$ cat src/rtl/led_pkg.sv
// Shared mode encodings and default parameters for the LED driver.
package led_pkg;
  typedef enum logic [1:0] {
    MODE_COUNT   = 2'b00,
    MODE_BOUNCE  = 2'b01,
    MODE_BREATHE = 2'b10,
    MODE_STATIC  = 2'b11
  } mode_e;

  localparam int          LED_NUM_DEF   = 10;
  localparam logic [19:0] LED_DEC_DEF   = 20'd16;
  localparam int          LED_PWM_W_DEF = 8;
endpackage

$ cat src/rtl/led_tick_gen.sv
// Step prescaler: counts 0..DECIMATION-1 and strobes tick on the last count.
module led_tick_gen #(
  parameter logic [19:0] DECIMATION = 20'd16
) (
  input  logic clk,
  input  logic reset,
  input  logic clear,
  input  logic hold,
  output logic tick
);
  logic [19:0] cnt_q, cnt_d;
  logic        at_end;

  assign at_end = (cnt_q == DECIMATION - 20'd1);
  assign tick   = at_end & ~hold;

  always_comb begin
    cnt_d = cnt_q;
    if (clear)      cnt_d = '0;
    else if (!hold) cnt_d = at_end ? '0 : cnt_q + 20'd1;
  end

  always_ff @(posedge clk or negedge reset) begin
    if (!reset) cnt_q <= '0;
    else        cnt_q <= cnt_d;
  end
endmodule

$ cat src/rtl/led_driver.sv
// LED pattern driver: count / bounce / breathe / static modes.
// Breathe PWM is only built when LED_DRIVER_BREATHE_EN is defined.
module led_driver
  import led_pkg::*;
#(
  parameter int          NUM_LED    = LED_NUM_DEF,
  parameter logic [19:0] DECIMATION = LED_DEC_DEF,
  parameter int          PWM_W      = LED_PWM_W_DEF
) (
  input  logic               clk,
  input  logic               reset,
  input  logic [1:0]         mode,
  input  logic [NUM_LED-1:0] pattern,
  input  logic               pause,
  output logic [NUM_LED-1:0] runled,
  output logic               tick
);
  // Asynchronous assert, synchronous release for everything below.
  logic [1:0] rst_sync_q;
  logic       rst_n;

  always_ff @(posedge clk or negedge reset) begin
    if (!reset) rst_sync_q <= '0;
    else        rst_sync_q <= {rst_sync_q[0], 1'b1};
  end
  assign rst_n = rst_sync_q[1];

  mode_e              mode_q;
  logic               mode_chg, hold;
  logic [NUM_LED-1:0] step_q, step_d, runled_q, runled_d;
  logic               dir_q, dir_d;   // 0 = up, 1 = down
`ifdef LED_DRIVER_BREATHE_EN
  logic [PWM_W-1:0]   phase_q, phase_d, duty_q, duty_d;
  localparam logic [PWM_W-1:0] DUTY_MAX = {PWM_W{1'b1}};
`endif

  assign mode_chg = (mode != mode_q);
  assign hold     = pause & (mode_q != MODE_STATIC);

  led_tick_gen #(.DECIMATION(DECIMATION)) u_tick (
    .clk   (clk),
    .reset (rst_n),
    .clear (mode_chg),
    .hold  (hold),
    .tick  (tick)
  );

  always_comb begin
    step_d   = step_q;
    dir_d    = dir_q;
    runled_d = runled_q;
`ifdef LED_DRIVER_BREATHE_EN
    phase_d  = phase_q;
    duty_d   = duty_q;
`endif
    // A mode change wins over a coincident tick.
    if (mode_chg) begin
      step_d   = '0;
      dir_d    = 1'b0;
      runled_d = '0;
`ifdef LED_DRIVER_BREATHE_EN
      phase_d  = '0;
      duty_d   = '0;
`endif
    end else begin
      case (mode_q)
        MODE_COUNT: begin
          if (tick) step_d = step_q + NUM_LED'(1);
          runled_d = step_d;
        end
        MODE_BOUNCE: begin
          // Empty position means freshly started: first tick lights bit 0.
          if (tick) begin
            if (step_q == '0) begin
              step_d = NUM_LED'(1);
              dir_d  = 1'b0;
            end else if (!dir_q) begin
              step_d = step_q << 1;
              if (step_q[NUM_LED-2]) dir_d = 1'b1;
            end else begin
              step_d = step_q >> 1;
              if (step_q[1]) dir_d = 1'b0;
            end
          end
          runled_d = step_d;
        end
        MODE_BREATHE: begin
`ifdef LED_DRIVER_BREATHE_EN
          phase_d = phase_q + PWM_W'(1);
          if (tick) begin
            if (!dir_q) begin
              duty_d = duty_q + PWM_W'(1);
              if (duty_q == DUTY_MAX - PWM_W'(1)) dir_d = 1'b1;
            end else begin
              duty_d = duty_q - PWM_W'(1);
              if (duty_q == PWM_W'(1)) dir_d = 1'b0;
            end
          end
          runled_d = {NUM_LED{phase_q < duty_q}};
`else
          step_d   = '0;
          dir_d    = 1'b0;
          runled_d = '0;
`endif
        end
        MODE_STATIC: runled_d = pattern;
      endcase
    end
  end

  always_ff @(posedge clk or negedge rst_n) begin
    if (!rst_n) begin
      mode_q   <= MODE_COUNT;
      step_q   <= '0;
      dir_q    <= 1'b0;
      runled_q <= '0;
`ifdef LED_DRIVER_BREATHE_EN
      phase_q  <= '0;
      duty_q   <= '0;
`endif
    end else begin
      mode_q   <= mode_e'(mode);
      step_q   <= step_d;
      dir_q    <= dir_d;
      runled_q <= runled_d;
`ifdef LED_DRIVER_BREATHE_EN
      phase_q  <= phase_d;
      duty_q   <= duty_d;
`endif
    end
  end

  assign runled = runled_q;
endmodule

$ cat config.mk
export PLATFORM = sky130hd
export DESIGN_NAME = led_driver
export DESIGN_NICKNAME = d
export VERILOG_FILES = /design/src/rtl/led_pkg.sv /design/src/rtl/led_tick_gen.sv /design/src/rtl/led_driver.sv
export SDC_FILE = /design/constraint.sdc
export NUM_CORES = 1
export LEC_CHECK = 0
export BUFFER_PORTS_ARGS = -buffer_cell sky130_fd_sc_hd__buf_4
export CORE_MARGIN = 5
export CORE_UTILIZATION = 50
export CTS_BUF_LIST = sky130_fd_sc_hd__clkbuf_8
export DETAILED_ROUTE_END_ITERATION = 10
export HOLD_SLACK_MARGIN = 0.15
export PLACE_DENSITY = 0.8
export SLEW_MARGIN = 5
export SYNTH_ARGS = -nofsm -noshare
export SYNTH_HDL_FRONTEND = slang
export SYNTH_SLANG_ARGS = --single-unit
$ cat constraint.sdc
create_clock -name clk -period 2.49 [get_ports clk]
set_input_delay 0.498 -clock clk [delete_from_list [all_inputs] [get_ports clk]]
set_output_delay 0.498 -clock clk [all_outputs]
set_load 0.005 [all_outputs]
==> flow_summary.json <==
{
  "status": "complete, no violations",
  "dp_hpwl_mm": 5.93,
  "syn_to_final_growth_pct": 13.1,
  "die_height_um": 89.1,
  "gp_congestion": 0.966,
  "crit_type": "flop to primary output",
  "synth_edf_count": 0,
  "finalCriticalPeriod_ns": 2.32,
  "dp_cells": 439,
  "fin_worst_skew_ns": 0.00584,
  "crit_end": "tick",
  "timing.rr.end": "runled[1]",
  "cts_root_buf": "clkbuf_8",
  "timing.rr.start": "u_tick.cnt_q[10]",
  "crit_path_start": "u_tick.cnt_q[16]",
  "firstDrtPassIters": 5,
  "post_cts_buffers": 0,
  "period_share_pct": 93.3,
  "end_kind": "primary output",
  "grt_pass1_wl_mm": 13.9,
  "fp.coreArea_um2": 5990,
  "reg2reg_depth": 5,
  "finalHoldViolCount": 0,
  "fin_setup_tns_ns": 0,
  "fin_cells": 448,
  "ys_seq_area_share_pct": 36.0,
  "start_util_pct": 52.2,
  "track_usage_pct": 22.3,
  "setup_violations": 0,
  "synth_flop_cell": "dfrtp_1",
  "synth.distinct_cells": 62,
  "routedWlPerCell_um": 18.3,
  "maxSlewViolCount": 0,
  "synth_seq_cells": 45,
  "io_pins": 26,
  "maxCapViolations": 0,
  "io_buffer_count": 25,
  "layout_setup_ws_ns": 0.168,
  "die-area_um2": 7940,
  "layout.nets": 394,
  "tightestPinTransition_ns": 0.926,
  "relSlewSlack_pct": 38.3,
  "synth.avg_cell_area_um2": 8.94,
  "synth_nets": 372,
  "timing.fmax_mhz": 431,
  "grtUsageMet2_pct": 34.3,
  "grt_max_degree": 44,
  "arrival_ns": 1.82,
  "drtIter0Drc": 396,
  "pre_cts_slack_ns": 0.278,
  "grt-busiest-layer": "met2",
  "ir_drop_v": 0.000265,
  "rows": 28,
  "syn_area_um2": 3130,
  "first_global_vias": 2854,
  "leakagePower_nw": 1.35,
  "yosysWarnings": 0,
  "num_vias": 2926,
  "routed_via_density": 6.53,
  "clk_latency_ns": 0.30,
  "drt_wl_total_mm": 8.21,
  "drive_gt1_share_pct": 17.7,
  "post-route-drc-count": 0,
  "grt_util_met1_pct": 31.3,
  "powerDensity_nw_per_um2": 407,
  "cts_buffers": 5,
  "grt_overflow": 0,
  "required_ns": 1.99,
  "synthArstFlopShare_pct": 100,
  "clk_pin_slew_ns": 0.09,
  "path_max_fanout": 15,
  "cts_tree": "built",
  "ff2ff_setup_slack_ns": 0.25,
  "cts_buffer_depth": 2,
  "hp-class": "input port to flop",
  "antenna_found_initial": 0,
  "cts-htree-levels": 2,
  "ant_nets": 0,
  "stdcell_area_um2": 3540,
  "diodes": 0,
  "start_kind": "flop",
  "die_w_um": 89.1,
  "syn_inst": 350,
  "cts_sinks": 45,
  "placed_cell_area_um2": 3430,
  "grt_use_met3_pct": 4.70,
  "grt_setup_unrepaired": "no"
}
## through the flow
step | util, % | power [W] | hold slack, ns
finish | 59.1 | 0.00144 | 0.333
global route | 59.1 | 0.00151 | 0.326
CTS | 58.9 | 0.00145 | 0.328
detailed placement | 57.2 | 0.000983 | 0.282
floorplan | - | 0.000896 | 0.202
global placement | 57.2 | 0.000980 | 0.280
## cell families (layout without fill, tap and decap cells)
kind of cell	after synthesis	after routing	share of synthesized area (%)
buf+inv	38	61	4.88
simple gates	140	140	26.2
fa+ha+maj	7	7	2.80
other cells	1	1	0.120
compound gates	81	81	18.8
mux	11	11	3.64
xor+xnor	27	27	7.56
flops	45	45	36.0
## registers in the layout, summed over array words and instances, names as in the netlist
register and count:
rst_sync_q 2, step_q 10, runled 10, u_tick.cnt_q 20, dir_q 1, mode_q 2
## power by group
part	leakage, nW	internal (W)	switching, W
clock network	0.0445	0.000199	0.000266
registers	0.615	0.000744	0.0000227
logic	0.695	0.0000805	0.000126
total	1.35	0.00102	0.000415
## area by class of cell
cell class,count,area (um2)
clock buffers,5,68.8
clock inverters,3,21.3
fillers,498,2450
inverters,9,36.3
multi-input cells,267,1860
flip-flops and latches,45,1130
well taps,75,93.8
repair buffers,44,333
## per-layer routing
layer  wire length (um)  up-vias
li1                   -     1352
met1               3580     1396
met2               3740      151
met3                667       27
met4                232        0
met5                  0        -
## worst min path at each step
stage                       start             to  depth (start not counted)
after floorplan             reset  rst_sync_q[0]                          0
after global placement      reset  rst_sync_q[0]                          1
after detailed placement    reset  rst_sync_q[0]                          1
after CTS                 mode[1]      mode_q[1]                          1
after global routing      mode[1]      mode_q[1]                          1
final                     mode[1]      mode_q[1]                          1
## Yosys cell counts (4+ instances only)
cell type,number,area (um2)
mux2i_1,8,80.1
a31oi_1,7,43.8
nor3_1,22,110
or3_1,5,31.3
o211ai_1,10,75.1
nand3_1,20,100
xor2_1,7,61.3
xnor2_1,20,175
inv_1,8,30.0
o31a_1,4,35.0
buf_2,8,40.0
nand2_1,16,60.1
dfrtp_1,45,1130
a21oi_1,14,70.1
o21ai_0,10,50.1
clkbuf_1,20,75.1
nor4_1,10,62.6
ha_1,7,87.6
nor2_1,20,75.1
a21o_1,4,30.0
nand4_1,10,62.6
and3_1,6,37.5
a221oi_1,7,61.3
nor4_2,4,50.1
nor2b_1,8,50.1
## cells in the final DEF, fill, tap and decap left out, types with 3 or more instances in the layout
master	netlist	final
nor2_1	20	20
xor2_1	7	7
mux2i_1	8	8
nand3b_1	3	3
nor4_2	4	3
o21ai_0	10	10
nor4_4	2	3
inv_1	8	8
nor3_1	22	22
clkbuf_8	0	5
nor2b_1	8	8
nand3_1	20	20
o211ai_1	10	10
a31oi_1	7	7
and3_1	6	6
o31a_1	4	4
a21oi_1	14	14
nand4_1	10	10
nor4_1	10	10
xnor2_1	20	20
nand2_1	16	16
a21o_1	4	4
a21boi_0	3	3
mux2_2	3	3
buf_4	0	43
or3_1	5	5
a221oi_1	7	7
dfrtp_1	45	44
ha_1	7	7
## critical path: stages (launching register included)
cell and delay, ns:
dfrtp_1 0.44, nor4_2 0.44, and3_1 0.26, nand2_2 0.09, inv_4 0.15, buf_4 0.14
## timing repair
item	4_1_cts	5_1_grt
hold buffers	1	0
gates resized for setup	0	3
endpoints found under the hold margin	2	0
endpoints found under the setup margin	0	1
(Power assumes the default switching activity.)
